**src/rtl/mul_div_unit_if.sv**
```systemverilog
// Request/response bundle between the execute stage and the multi-cycle mul/div unit.
interface mul_div_unit_if #(
  parameter int unsigned WIDTH = 32
) ();
  logic             in_valid;
  logic             in_ready;
  logic [WIDTH-1:0] a;
  logic [WIDTH-1:0] b;
  logic [6:0]       op;
  logic             out_valid;
  logic             out_ready;
  logic [WIDTH-1:0] out_data;

  modport master (
    output in_valid, a, b, op, out_ready,
    input  in_ready, out_valid, out_data
  );

  modport slave (
    input  in_valid, a, b, op, out_ready,
    output in_ready, out_valid, out_data
  );
endinterface

```
**src/rtl/mul_div_unit.sv**
```systemverilog
// Multi-cycle integer multiply/divide unit: one-cycle multiply, restoring radix-2 divide,
// one-hot op select, valid/ready on both sides and a synchronous flush.
module mul_div_unit #(
  parameter int unsigned WIDTH = 32
) (
  input  logic          clk,
  input  logic          rstn,
  input  logic          flush,
  output logic          busy,
  mul_div_unit_if.slave bus
);

  localparam int unsigned CNT_W = $clog2(WIDTH);
  localparam int unsigned PW    = 2 * WIDTH + 2;

  typedef enum logic [2:0] {IDLE, MUL, DIV, FIX, DONE} state_t;

  state_t             state_q, state_d;
  logic [WIDTH-1:0]   a_q, a_d, b_q, b_d;
  logic [6:0]         op_q, op_d;
  logic [WIDTH-1:0]   dvsr_q, dvsr_d, rem_q, rem_d, quo_q, quo_d;
  logic [CNT_W-1:0]   cnt_q, cnt_d;
  logic [WIDTH-1:0]   out_data_q, out_data_d;
  logic               out_valid_q, out_valid_d;

  logic               in_signed, in_onehot;
  logic [WIDTH-1:0]   a_mag, b_mag;
  logic               mul_signed;
  logic [PW-1:0]      a_wide, b_wide, prod;
  logic [WIDTH-1:0]   mul_res;
  logic [WIDTH:0]     shifted, trial;
  logic               div_signed, want_quo;
  logic [WIDTH-1:0]   q_fix, r_fix, fix_res;

  // Datapath: operand magnitudes, widened product, one restoring step, sign fix-up
  always_comb begin
    in_signed  = bus.op[3] | bus.op[4];
    in_onehot  = $onehot(bus.op);
    a_mag      = (in_signed && bus.a[WIDTH-1]) ? (~bus.a + WIDTH'(1)) : bus.a;
    b_mag      = (in_signed && bus.b[WIDTH-1]) ? (~bus.b + WIDTH'(1)) : bus.b;

    mul_signed = op_q[0] | op_q[1];
    a_wide     = {{(WIDTH+2){mul_signed & a_q[WIDTH-1]}}, a_q};
    b_wide     = {{(WIDTH+2){mul_signed & b_q[WIDTH-1]}}, b_q};
    prod       = a_wide * b_wide;
    if (!$onehot(op_q))
      mul_res = '0;
    else if (op_q[0])
      mul_res = prod[WIDTH-1:0];
    else
      mul_res = prod[2*WIDTH-1:WIDTH];

    shifted    = {rem_q, quo_q[WIDTH-1]};
    trial      = shifted - {1'b0, dvsr_q};

    div_signed = op_q[3] | op_q[4];
    want_quo   = op_q[3] | op_q[5];
    q_fix      = (div_signed && (a_q[WIDTH-1] ^ b_q[WIDTH-1])) ? (~quo_q + WIDTH'(1)) : quo_q;
    r_fix      = (div_signed && a_q[WIDTH-1]) ? (~rem_q + WIDTH'(1)) : rem_q;
    if (b_q == '0)
      fix_res = want_quo ? '1 : a_q;
    else
      fix_res = want_quo ? q_fix : r_fix;
  end

  // Next-state and register-input logic
  always_comb begin
    state_d    = state_q;
    a_d        = a_q;
    b_d        = b_q;
    op_d       = op_q;
    dvsr_d     = dvsr_q;
    rem_d      = rem_q;
    quo_d      = quo_q;
    cnt_d      = cnt_q;
    out_data_d = out_data_q;

    case (state_q)
      IDLE: begin
        if (bus.in_valid && !flush) begin
          a_d    = bus.a;
          b_d    = bus.b;
          op_d   = bus.op;
          dvsr_d = b_mag;
          quo_d  = a_mag;
          rem_d  = '0;
          cnt_d  = CNT_W'(WIDTH - 1);
          if (!in_onehot || (bus.op[2:0] != 3'b000))
            state_d = MUL;
          else if (bus.b == '0)
            state_d = FIX;  // divide by zero skips iteration; FIX supplies the fixed result
          else
            state_d = DIV;
        end
      end
      MUL: begin
        out_data_d = mul_res;
        state_d    = DONE;
      end
      DIV: begin
        if (!trial[WIDTH]) begin
          rem_d = trial[WIDTH-1:0];
          quo_d = {quo_q[WIDTH-2:0], 1'b1};
        end else begin
          rem_d = shifted[WIDTH-1:0];
          quo_d = {quo_q[WIDTH-2:0], 1'b0};
        end
        if (cnt_q == '0)
          state_d = FIX;
        else
          cnt_d = cnt_q - CNT_W'(1);
      end
      FIX: begin
        out_data_d = fix_res;
        state_d    = DONE;
      end
      DONE: begin
        if (bus.out_ready)
          state_d = IDLE;
      end
      default: state_d = IDLE;
    endcase

    if (flush)
      state_d = IDLE;

    out_valid_d = (state_d == DONE);
  end

  always_ff @(posedge clk or negedge rstn) begin
    if (!rstn) begin
      state_q     <= IDLE;
      a_q         <= '0;
      b_q         <= '0;
      op_q        <= '0;
      dvsr_q      <= '0;
      rem_q       <= '0;
      quo_q       <= '0;
      cnt_q       <= '0;
      out_data_q  <= '0;
      out_valid_q <= 1'b0;
    end else begin
      state_q     <= state_d;
      a_q         <= a_d;
      b_q         <= b_d;
      op_q        <= op_d;
      dvsr_q      <= dvsr_d;
      rem_q       <= rem_d;
      quo_q       <= quo_d;
      cnt_q       <= cnt_d;
      out_data_q  <= out_data_d;
      out_valid_q <= out_valid_d;
    end
  end

  assign bus.in_ready  = (state_q == IDLE);
  assign bus.out_valid = out_valid_q;
  assign bus.out_data  = out_data_q;
  assign busy          = (state_q != IDLE);

endmodule
```
**src/flat_wrapper.sv**
```systemverilog
// flat-port wrapper written by rule: the top's interface ports become plain ports
module mul_div_unit_flat 
#(
  parameter int unsigned WIDTH = 32
)
  (clk, rstn, flush, busy, bus_in_valid, bus_a, bus_b, bus_op, bus_out_ready, bus_in_ready, bus_out_valid, bus_out_data);
  mul_div_unit_if #(.WIDTH(WIDTH)) bus_i ();
  input  logic clk;
  input  logic rstn;
  input  logic flush;
  output logic busy;
  input wire logic [$bits(bus_i.in_valid)-1:0] bus_in_valid;
  input wire logic [$bits(bus_i.a)-1:0] bus_a;
  input wire logic [$bits(bus_i.b)-1:0] bus_b;
  input wire logic [$bits(bus_i.op)-1:0] bus_op;
  input wire logic [$bits(bus_i.out_ready)-1:0] bus_out_ready;
  output wire logic [$bits(bus_i.in_ready)-1:0] bus_in_ready;
  output wire logic [$bits(bus_i.out_valid)-1:0] bus_out_valid;
  output wire logic [$bits(bus_i.out_data)-1:0] bus_out_data;
  assign bus_i.in_valid = bus_in_valid;
  assign bus_i.a = bus_a;
  assign bus_i.b = bus_b;
  assign bus_i.op = bus_op;
  assign bus_i.out_ready = bus_out_ready;
  assign bus_in_ready = bus_i.in_ready;
  assign bus_out_valid = bus_i.out_valid;
  assign bus_out_data = bus_i.out_data;
  mul_div_unit #(.WIDTH(WIDTH)) u_core (.clk(clk), .rstn(rstn), .flush(flush), .busy(busy), .bus(bus_i));
endmodule
```
**config.mk**
```make
export PLATFORM = sky130hd
export DESIGN_NAME = mul_div_unit_flat
export DESIGN_NICKNAME = d
export VERILOG_FILES = /design/src/rtl/mul_div_unit_if.sv /design/src/rtl/mul_div_unit.sv /design/src/flat_wrapper.sv
export SDC_FILE = /design/constraint.sdc
export NUM_CORES = 2
export LEC_CHECK = 0
export CAP_MARGIN = 30
export CORE_ASPECT_RATIO = 1.25
export CORE_UTILIZATION = 60
export DETAILED_ROUTE_END_ITERATION = 8
export GPL_ROUTABILITY_DRIVEN = 0
export PLACE_DENSITY = 0.83
export SLEW_MARGIN = 30
export SYNTH_ARGS = -nofsm -noshare
export SYNTH_HDL_FRONTEND = slang
export SYNTH_SLANG_ARGS = --single-unit
```
**constraint.sdc**
```tcl
create_clock -name clk -period 11.3 [get_ports clk]
set_clock_uncertainty 0.2 [all_clocks]
set_input_delay 1.695 -clock clk [delete_from_list [all_inputs] [get_ports clk]]
set_output_delay 1.695 -clock clk [all_outputs]
set_load 0.005 [all_outputs]
```
Yosys cells after proc, flatten, opt, wreduce, memory -nomap -nowiden
Index checks and enable logic that the tools add are counted.

Equal/unequal tests: 9. Bitwise operators: 11. Add/subtract/negate cells: 18. Muxes and demuxes: 26. Reductions and logical operators: 20. $mul: 1.

Operators with widths (count): 2-to-1 mux 32 bit (12); case mux 32 bit (2 select lines) (3); adder 32 x 1 -> 32 bit, second input constant (4); inverter 32 bit (4); logical NOT 32 bit (2); multiplier 33 x 33 -> 64 bit (1); subtractor 33 x 32 -> 33 bit (1); 2-to-1 mux 3 bit (5); adder 1 x 1 -> 2 bit (6); adder 3 bit (4); case mux 3 bit (4 select lines) (1); 2-to-1 mux 5 bit (2); case mux 5 bit (2 select lines) (1); == test 3 x 1 -> 1 bit, second input constant (3); adder 3 x 1 -> 3 bit (2); == test 3 x 2 -> 1 bit, second input constant (2); == test 3 bit, second input constant (2); nonzero test 3 bit (2); logical AND 1 bit (5); logical NOT 5 bit (1); subtractor 5 x 1 -> 5 bit, second input constant (1); OR 1 bit (4); AND reduction 2 bit (2); nonzero test 2 bit (2); 10 further kinds (13).

Output and inout port bits: 35. Word-level logic and storage cells: 95. Bits in registers: 208.

Logic depth before layout (Yosys ltp)
Word-level depth: 11. Mapped depth: 32.

Worst setup path after synthesis
No wires, ideal clock.

Path type: register to register. From: register u_core.op_q[0]. To: register u_core.out_data_q[31] (netlist: u_core.bus.out_data[31]). Clock period less this slack: 8.346 ns. Slack: 2.954 ns. Cell stages (with the launch flop): 32. Data arrival time: 8.020 ns. Path through: dfrtp_1 -> inv_2 -> ha_1 -> nor2b_1 -> clkbuf_1 -> nand2_1 -> inv_1 -> fa_1 -> inv_1 -> fa_1 -> inv_1 -> fa_1 -> fa_1 -> inv_1 -> fa_1 -> inv_1 -> fa_1 -> inv_1 -> fa_1 -> fa_1 -> inv_1 -> ha_1 -> clkbuf_1 -> a21oi_1 -> nor2_1 -> nor2_1 -> o311ai_0 -> a31oi_1 -> o21ai_0 -> xnor2_1 -> o21ai_0 -> a221o_1.

Cells in the longest elaborated chain, start to end: 6. Elaborated cells on any way between the ends: 11.

Ends and longest elaborated chain: start, declared (RTL line mul_div_unit.sv:20) `logic [6:0] op_q, op_d;`; start signal, assigned (RTL line mul_div_unit.sv:146) `op_q <= op_d;`; OR 1 bit / adder 1 x 1 -> 2 bit (equally long branches) (RTL line mul_div_unit.sv:42, mul_div_unit.sv:46); AND 1 bit, or another cell as far along (RTL line mul_div_unit.sv:43) `a_wide = {{(WIDTH+2){mul_signed & a_q[WIDTH-1]}}, a_q};`; multiplier 33 x 33 -> 64 bit / adder 3 bit (equally long branches) (RTL line mul_div_unit.sv:45, mul_div_unit.sv:46); 2-to-1 mux 32 bit / == test 3 x 1 -> 1 bit (equally long branches) (RTL line mul_div_unit.sv:48, mul_div_unit.sv:46); 2-to-1 mux 32 bit (*) (RTL line mul_div_unit.sv:46) `if (!$onehot(op_q))`; case mux 32 bit (2 select lines) (*) (RTL line mul_div_unit.sv:78) `case (state_q)`; end signal, assigned (RTL line mul_div_unit.sv:151) `out_data_q <= out_data_d;`; end, declared (RTL line mul_div_unit.sv:23) `logic [WIDTH-1:0] out_data_q, out_data_d;`.

Every way passes the cells marked *; elsewhere a longest branch is shown, timed or not. A chain may end at the register's enable or synchronous reset.

Final worst setup path
Same ends and word-level chain as after synthesis.

==> out/qor.yml <==
run_status:
  status: "finished, final reports clean"
logic_synthesis:
  synth_top_area_share_pct: 43.75
  syn-instance-count: 5965
  synth_async_sr_flop_share_pct: 100.0
  synth.largest_area_cell: "fa_1"
  ys_types: 87
  synth.area.top_cells: "fa_1, dfrtp_1, inv_1"
  ys_seq_area_share_pct: 9.999
  ys_warn_count: 0
  synth_fp_nets: 7433
  syn_area_per_cell_um2: 8.685
  ys_seq_elements: 207
  synth-edff-count: 0
  synth_area_um2: 51800
  ys.flop_type: "dfrtp_1"
floorplanning:
  chipWidth_um: 264.8
  pin_count: 111
  core_area_um2: 85580
  start_util_pct: 60.53
  rows: 120
  dieArea_um2: 87530
  die_h_um: 330.5
timing:
  worst_pin_slew_ns: 1.095
  rsz0062_at_grt: "no"
  min_period_ns: 9.819
  slew_headroom_pct: 27.01
  finalCritPeriodShare_pct: 86.89
  slew_viol_final: 0
  setup_viol: 0
  setup-tns-final_ns: 0
  fmax_mhz: 101.8
  final_hold_viol_count: 0
detailed_routing:
  vias: 41950
  dr.pass1.iters: 7
  dr.first_iter.drc_count: 3769
  post_drt_wl_per_cell_um: 21.09
  drcViolationCount: 0
  drt-total-wl_mm: 146.7
  antenna_left: 0
  viasPerCell: 6.031
critical_path:
  crit_required_ns: 11.51
  critPathSlowestCell: "fa_1"
  worstSetupPathType: "flip-flop to flip-flop"
  cp_slowest_stage_delay_ns: 0.87
  path_common_cell: "fa_1"
  cp-start-kind: "flip-flop"
  crit_arrival_ns: 10.02
  crit_path_end_kind: "flip-flop"
  worstPathMaxFanout: 17
  cp_top_family: "adder cells"
  crit_buf_inv: 8
cells_and_area:
  num-fill-cells: 6768
  layout_common_cells: "inv_1, nand2_1, fa_1"
  fin_cells: 6956
  final_cell_area_um2: 54460
  nNetsFinal: 7307
  areaGrowthSynthToFinish_pct: 5.125
  drive_gt1_share_pct: 3.401
  final_common_cell: "inv_1"
  utilization_pct: 63.63
grt:
  grt_pass1_vias: 45190
  antenna_found_initial: 12
  met2_usage_pct: 58.73
  grt.busiest_layer: "met2"
  grt-ovfl-total: 0
  track_usage_pct: 35.09
  grtUsageMet1_pct: 40.47
  grt_pass1_wl_mm: 238.1
  use_met3_pct: 7.486
  grt_max_degree: 109
placement:
  hpwlAfterDp_mm: 116.7
  place_inst: 6912
  placed_cell_area_um2: 53680
  port_buffers: 110
clock_network:
  cts.clk_slew.worst_paths_ns: 0.06
  cts_resized: 0
  numCtsBuffers: 23
  cts_tree: "built"
  clock_latency_ns: 0.54
  clock_sinks: 207
  cts_buffer_depth: 3
  ctsHoldBuffers: 0
  htree_levels: 1
  postCtsSetupBuffers: 0
  root_buffer: "clkbuf_16"
job:
  cap_violations: 0
min_path:
  hold_path_class: "flip-flop to flip-flop"
==> sequential cells by signal, summed over array words and instances (netlist names), 3 cells and up <==
signal	flops
u_core.rem_q	32
u_core.dvsr_q	32
u_core.cnt_q	5
u_core.b_q	31
u_core.bus.out_data	32
u_core.quo_q	32
u_core.a_q	32
u_core.op_q	7
u_core.state_q	3
==> kinds of logic after synthesis <==
kind of cell	synth area share (%)
compound gates	8.272
xor+xnor	3.635
fa+ha+maj	50.03
buf+inv	11.87
flops	9.999
mux	0.4082
simple gates	15.79
==> path summary, 6_finish.rpt <==
kind | end | slack (ns) | cells past startpoint | startpoint
worst max-delay path | u_core.bus.out_data[31] | 1.48 | 30 | u_core.op_q[0]
worst min-delay path | u_core.dvsr_q[12] | 0.28 | 2 | u_core.dvsr_q[12]
worst max register to register | u_core.bus.out_data[31] | 1.48 | 30 | u_core.op_q[0]
worst min register to register | u_core.dvsr_q[12] | 0.28 | 2 | u_core.dvsr_q[12]
max in group asynchronous | u_core.a_q[29] | 8.21 | 3 | rstn
min in group asynchronous | u_core.cnt_q[0] | 0.89 | 1 | rstn
==> Yosys cell counts, types with 10 or more instances <==
library cell and count:
a221oi_1 17, dfrtp_1 207, a22oi_1 37, nand3_1 51, o41ai_1 10, clkbuf_1 335, and3_1 17, o21a_1 12
a211oi_1 13, nand2_1 1141, a31oi_1 27, or3_1 12, a21oi_1 172, o221ai_1 16, nor2_1 166, and2_1 271
nor4_1 24, o21bai_1 13, ha_1 260, fa_1 1132, o31ai_1 21, nor2b_1 18, a21o_1 38, nor3_1 34
o21ai_0 204, or2_2 15, xnor2_1 125, inv_1 1277, nand4_1 13, nand2b_1 16, mux2i_1 20, xor2_1 90
o311ai_1 18
==> cell type report <==
class	instances	area (um^2)	area share, %
Timing Repair Buffer	203	1815	3.334
Clock buffer	32	659.4	1.211
Tap cell	1098	1374	2.523
Sequential cell	207	5189	9.528
Multi-Input combinational cell	4126	40520	74.41
Inverter	1278	4797	8.809
Clock inverter	6	86.33	0.1585
Antenna cell	6	15.01	0.02757
==> routing by layer <==
layer / routed length, um / part of all wire, %
met5: 177 / 0.12
met4: 12660 / 8.6
met3: 15530 / 11
met2: 69870 / 48
met1: 48470 / 33
==> stage by stage <==
step	setup WS [ns]	hold WS, ns
finish	1.481	0.2786
global placement	1.872	0.2603
CTS	1.530	0.2832
detailed placement	1.587	0.2687
floorplan	2.954	0.2498
global route	0.9574	0.2946
==> worst min-delay path: stages (launching register included) <==
cell and delay (ns):
dfrtp_1 0.33, nand2_1 0.05, o21ai_0 0.06
Power is left out: the tool's default activity adds up to more than one toggle a clock period on the data nets, which glitch-free logic cannot reach.
